## src/rtl/piso_serializer_if.sv

```systemverilog
// Word-in / bit-out bus between an upstream word source and the PISO serializer.
// The serializer owns din_ready and everything on the serial side.
interface piso_serializer_if #(
    parameter int N = 4
);
    logic [N-1:0] din;
    logic         din_valid;
    logic         din_ready;
    logic         so;
    logic         so_valid;
    logic         frame_done;
    logic         busy;

    modport master (
        output din, din_valid,
        input  din_ready, so, so_valid, frame_done, busy
    );

    modport slave (
        input  din, din_valid,
        output din_ready, so, so_valid, frame_done, busy
    );
endinterface

```

## src/rtl/piso_serializer.sv

```systemverilog
// Parallel-in serial-out stage feeding a SIPO: accepts one N-bit word per handshake,
// streams it out one bit per clock, then idles for GAP cycles.
module piso_serializer #(
    parameter int N         = 4,
    parameter bit MSB_FIRST = 1'b1,
    parameter int GAP       = 1
) (
    input  logic             clk,
    input  logic             rst,
    piso_serializer_if.slave bus
);

    localparam int CW = $clog2(N);
    localparam int GW = (GAP > 0) ? $clog2(GAP + 1) : 1;
    localparam logic [CW-1:0] BIT_LAST = CW'(N - 1);
    localparam logic [GW-1:0] GAP_LAST = GW'(GAP - 1);

    typedef enum logic [1:0] {
        ST_IDLE,
        ST_SHIFT,
        ST_GAP
    } state_t;

    state_t          state;
    logic [N-1:0]    shreg;
    logic [CW-1:0]   bit_cnt;
    logic [GW-1:0]   gap_cnt;
    logic            so_q;
    logic            so_valid_q;
    logic            frame_done_q;
    logic            busy_q;

    assign bus.din_ready  = (state == ST_IDLE) && !rst;
    assign bus.so         = so_q;
    assign bus.so_valid   = so_valid_q;
    assign bus.frame_done = frame_done_q;
    assign bus.busy       = busy_q;

    // The first bit is launched on the accept edge itself, so shreg keeps only the bits still to go.
    always_ff @(posedge clk) begin
        if (rst) begin
            state        <= ST_IDLE;
            shreg        <= '0;
            bit_cnt      <= '0;
            gap_cnt      <= '0;
            so_q         <= 1'b0;
            so_valid_q   <= 1'b0;
            frame_done_q <= 1'b0;
            busy_q       <= 1'b0;
        end else begin
            case (state)
                ST_IDLE: begin
                    so_q         <= 1'b0;
                    so_valid_q   <= 1'b0;
                    frame_done_q <= 1'b0;
                    busy_q       <= 1'b0;
                    if (bus.din_valid && bus.din_ready) begin
                        state      <= ST_SHIFT;
                        bit_cnt    <= '0;
                        so_valid_q <= 1'b1;
                        busy_q     <= 1'b1;
                        if (MSB_FIRST) begin
                            so_q  <= bus.din[N-1];
                            shreg <= {bus.din[N-2:0], 1'b0};
                        end else begin
                            so_q  <= bus.din[0];
                            shreg <= {1'b0, bus.din[N-1:1]};
                        end
                    end
                end

                ST_SHIFT: begin
                    if (bit_cnt == BIT_LAST) begin
                        so_q         <= 1'b0;
                        so_valid_q   <= 1'b0;
                        frame_done_q <= 1'b0;
                        if (GAP > 0) begin
                            state   <= ST_GAP;
                            gap_cnt <= '0;
                            busy_q  <= 1'b1;
                        end else begin
                            state  <= ST_IDLE;
                            busy_q <= 1'b0;
                        end
                    end else begin
                        bit_cnt      <= bit_cnt + 1'b1;
                        so_valid_q   <= 1'b1;
                        frame_done_q <= (bit_cnt == BIT_LAST - 1'b1);
                        if (MSB_FIRST) begin
                            so_q  <= shreg[N-1];
                            shreg <= {shreg[N-2:0], 1'b0};
                        end else begin
                            so_q  <= shreg[0];
                            shreg <= {1'b0, shreg[N-1:1]};
                        end
                    end
                end

                ST_GAP: begin
                    so_q         <= 1'b0;
                    so_valid_q   <= 1'b0;
                    frame_done_q <= 1'b0;
                    if (gap_cnt == GAP_LAST) begin
                        state  <= ST_IDLE;
                        busy_q <= 1'b0;
                    end else begin
                        gap_cnt <= gap_cnt + 1'b1;
                    end
                end

                default: begin
                    state        <= ST_IDLE;
                    so_q         <= 1'b0;
                    so_valid_q   <= 1'b0;
                    frame_done_q <= 1'b0;
                    busy_q       <= 1'b0;
                end
            endcase
        end
    end

endmodule
```

## src/flat_wrapper.sv

```systemverilog
// flat-port wrapper written by rule: the top's interface ports become plain ports
module piso_serializer_flat 
#(
    parameter int N         = 4,
    parameter bit MSB_FIRST = 1'b1,
    parameter int GAP       = 1
)
  (clk, rst, bus_din, bus_din_valid, bus_din_ready, bus_so, bus_so_valid, bus_frame_done, bus_busy);
  piso_serializer_if #(.N(N)) bus_i ();
  input  logic clk;
  input  logic rst;
  input wire logic [$bits(bus_i.din)-1:0] bus_din;
  input wire logic [$bits(bus_i.din_valid)-1:0] bus_din_valid;
  output wire logic [$bits(bus_i.din_ready)-1:0] bus_din_ready;
  output wire logic [$bits(bus_i.so)-1:0] bus_so;
  output wire logic [$bits(bus_i.so_valid)-1:0] bus_so_valid;
  output wire logic [$bits(bus_i.frame_done)-1:0] bus_frame_done;
  output wire logic [$bits(bus_i.busy)-1:0] bus_busy;
  assign bus_i.din = bus_din;
  assign bus_i.din_valid = bus_din_valid;
  assign bus_din_ready = bus_i.din_ready;
  assign bus_so = bus_i.so;
  assign bus_so_valid = bus_i.so_valid;
  assign bus_frame_done = bus_i.frame_done;
  assign bus_busy = bus_i.busy;
  piso_serializer #(.N(N), .MSB_FIRST(MSB_FIRST), .GAP(GAP)) u_core (.clk(clk), .rst(rst), .bus(bus_i));
endmodule
```

## config.mk

```make
export PLATFORM = sky130hd
export DESIGN_NAME = piso_serializer_flat
export DESIGN_NICKNAME = d
export VERILOG_FILES = /design/src/rtl/piso_serializer_if.sv /design/src/rtl/piso_serializer.sv /design/src/flat_wrapper.sv
export SDC_FILE = /design/constraint.sdc
export NUM_CORES = 1
export LEC_CHECK = 0
export BUFFER_PORTS_ARGS = -buffer_cell sky130_fd_sc_hd__buf_2
export CORE_AREA = 4 4 41 43
export DETAILED_ROUTE_END_ITERATION = 7
export DIE_AREA = 0 0 45 47
export GPL_TIMING_DRIVEN = 0
export PLACE_DENSITY = 0.57
export SETUP_SLACK_MARGIN = 0.4
export SYNTH_ARGS = -nofsm -noshare
export SYNTH_HDL_FRONTEND = slang
export SYNTH_SLANG_ARGS = --single-unit
```

## constraint.sdc

```tcl
create_clock -name clk -period 1.9 [get_ports clk]
set_input_delay 0.38 -clock clk [delete_from_list [all_inputs] [get_ports clk]]
set_output_delay 0.38 -clock clk [all_outputs]
set_load 0.02 [all_outputs]
```

==> results.toml <==
[place]
gp_congestion = 0.801
hpwlAfterDp_um = 762
port_buffers = 11
placed_cells = 82

[detailed_routing]
avgRoutedWirePerCell_um = 12.2
drtIter0Drc = 4
drc_errors = 0
num_vias = 450
post_drt_via_cell_ratio = 5.11
drt_wl_total_um = 1070
detail-route-antenna-nets = 0
first_pass_iters = 2

[timing]
slew_violations = 0
fmax_mhz = 680
min_period_ps = 1470
period_share_pct = 77.4
slew_headroom_pct = 69.1
hold_viol_final = 0
setup-violations-final = 0
worst_pin_slew_ps = 464
grt_setup_unrepaired = "yes"
clock_skew_ps = 6.26
fin_tns_setup_ps = 0

[yosys]
yosysWarnings = 0
synth_top_area_cell = "dfxtp_1"
synthCells = 56
synth_seq_cells = 11
netlist_area_um2 = 523
synthMuxAreaShare_pct = 8.13
ys_seq_area_share_pct = 42.1
syn-num-nets = 65
synth_compound_area_share_pct = 14.1
synthMostInstantiatedCell = "dfxtp_1"
synth_top_family_by_area = "simple AND/OR/NAND/NOR gates"
yosysUniqueCellTypes = 25
synth_xor_area_share_pct = 0
synth_ff_type = "dfxtp_1"
synth_area_leaders = "dfxtp_1 42%, ha_1 4.8%, mux2_2 4.3%"
synth_adder_area_share_pct = 4.78
synth-edff-count = 0
synth_common_cells = "11 x dfxtp_1, 6 x nor2_1, 3 x a31oi_1, 3 x and2_1, 3 x o21ai_0"
syn_avg_cell_area_um2 = 9.34
async_flop_share_pct = 0
synth_top_area_share_pct = 42.1
synth-simple-area-share_pct = 25.8

[clock_network]
ctsLongestPathBuffers = 2
htree_levels = 1
numCtsBuffers = 3
postCtsHoldBufs = 0
cts_sinks = 11
cts_tree = "yes"
cts_root_buf = "clkbuf_4"
clkLatencyLatePin_ps = 260
cts.clk_slew.worst_paths_ps = 80

[grt]
grt_overflow = 0
grt_pass1_vias = 447
grt_util_all_layers_pct = 11.7
antenna_found_initial = 0
grt_pass1_wl_um = 1750
grt_max_degree = 11

[floorplan]
ios = 12
initial_core_util_pct = 40.2
die_height_um = 47
placementRows = 13
die_w_um = 45
die_area_um2 = 2120
coreArea_um2 = 1300

[layout]
final_nets = 83
area_growth_pct = 28.2
n_fill_cell = 134
instances_no_fill = 88
drive_above_1_share_pct = 35.6
n_antenna_cell = 0

[worst_setup_path]
ff2ff_path_depth = 4
worstSetupEndpointType = "output pin"
r2r-start = "u_core.bit_cnt[0]$_SDFFE_PP0P_"
critPathKind = "flop to output pin"
startpoint_type = "flop"
timing.rr.end = "u_core.shreg[3]$_SDFFE_PP0P_"
worstPathRequired_ps = 1520
reg2reg_slack_ps = 450
worstPathMaxFanout = 4
cp_data_arrival_time_ps = 1090

[hold_path]
min_path_cells = 3
whs_endpoint = "u_core.shreg[1]$_SDFFE_PP0P_"
hp-start = "bus_din[0]"
hp-class = "input port to flop"

[power_and_ir_drop]
leakage_uw = 0.000287
powerDensity_nw_per_um2 = 760
ir_drop_mv = 0.502

[outcome]
outcome = "finished clean"

[run]
drv_cap = 0
through the flow:
step / util, % / worst slack, ps / hold WS [ps] / cell area (um2) / total power, uW
after floorplan: - / 448 / 462 / 523 / 315
after global placement: 45.9 / 389 / 478 / 597 / 338
after detailed placement: 45.9 / 370 / 487 / 597 / 340
after CTS: 50.4 / 388 / 413 / 656 / 509
after global routing: 51.5 / 395 / 439 / 671 / 532
final: 51.5 / 429 / 413 / 671 / 509
layer usage:
metal / global-route usage [%] / wire length (um) / share of wire [%] / up-vias
met1: 10.6 / 453 / 42 / 212
met5: 0 / 0 / 0 / -
met3: 2.68 / 37 / 3.5 / 2
li1: - / - / - / 231
met2: 23.2 / 562 / 52 / 5
met4: 7.02 / 19 / 1.8 / 0
cells in the final DEF, fill, tap and decap left out, types with 2 or more instances in the layout:
master / instances
nand2b_4: 2
buf_6: 2
a21oi_1: 2
buf_4: 4
mux2i_1: 2
nor4b_1: 2
nor2b_1: 2
a31oi_1: 3
buf_2: 10
clkbuf_4: 3
a21boi_0: 2
nor2_1: 6
nand2_1: 2
o21ai_0: 3
mux2_2: 2
ha_1: 2
and2_1: 3
dfxtp_1: 10
worst max path at each step:
stage	endpoint	cells after the start	slack [ps]	from
3_3_place_gp	u_core.shreg[3]$_SDFFE_PP0P_	4	390	u_core.bit_cnt[0]$_SDFFE_PP0P_
2_1_floorplan	bus_din_ready	3	450	u_core.state[0]$_SDFFE_PP0P_
6_report	bus_din_ready	4	430	u_core.state[0]$_SDFFE_PP0P_
3_5_place_dp	u_core.shreg[2]$_SDFFE_PP0P_	4	370	u_core.bit_cnt[0]$_SDFFE_PP0P_
4_1_cts	bus_din_ready	3	390	u_core.state[1]$_SDFFE_PP0P_
5_1_grt	bus_din_ready	4	390	u_core.state[0]$_SDFFE_PP0P_
layout make-up:
class	instances	area (um2)	share of cell area [%]
plain buffers	4	33.8	5.04
repair buffers	13	72.6	10.8
well taps	15	18.8	2.80
flip-flops and latches	11	221	33.0
multi-input cells	40	294	43.8
clock buffers	4	26.3	3.92
inverters	1	3.75	0.560
critical path, stage by stage (launching register included):
cell and delay (ps):
dfxtp_2 320, buf_6 120, buf_6 110, nor3_2 130
buf_4 160
kinds of logic (layout without fill, tap and decap cells):
kind of cell / Yosys count / after routing
flops: 11 / 11
compound gates: 12 / 12
simple gates: 22 / 22
fa+ha+maj: 2 / 2
buf+inv: 5 / 22
mux: 4 / 4
registers in the layout (all words and copies together) (netlist names):
| name | cells |
|---|---|
| u_core.bus.frame_done | 1 |
| u_core.bit_cnt | 2 |
| u_core.bus.so_valid | 1 |
| u_core.state | 2 |
| u_core.bus.busy | 1 |
| u_core.bus.so | 1 |
| u_core.shreg | 3 |
where the power goes:
part	switching, uW	internal (uW)	total, uW
logic	48.7	48.7	97.4
registers	7.12	245	252
clock network	79.1	81.0	160
what timing repair did:
| item | in CTS | in global routing |
|---|---|---|
| resized for setup | 6 | 6 |
| pin swaps | 0 | 0 |
| endpoints found under the setup margin | 3 | 1 |
| buffers inserted | 1 | 1 |
Power figures use the tool's default switching activity.
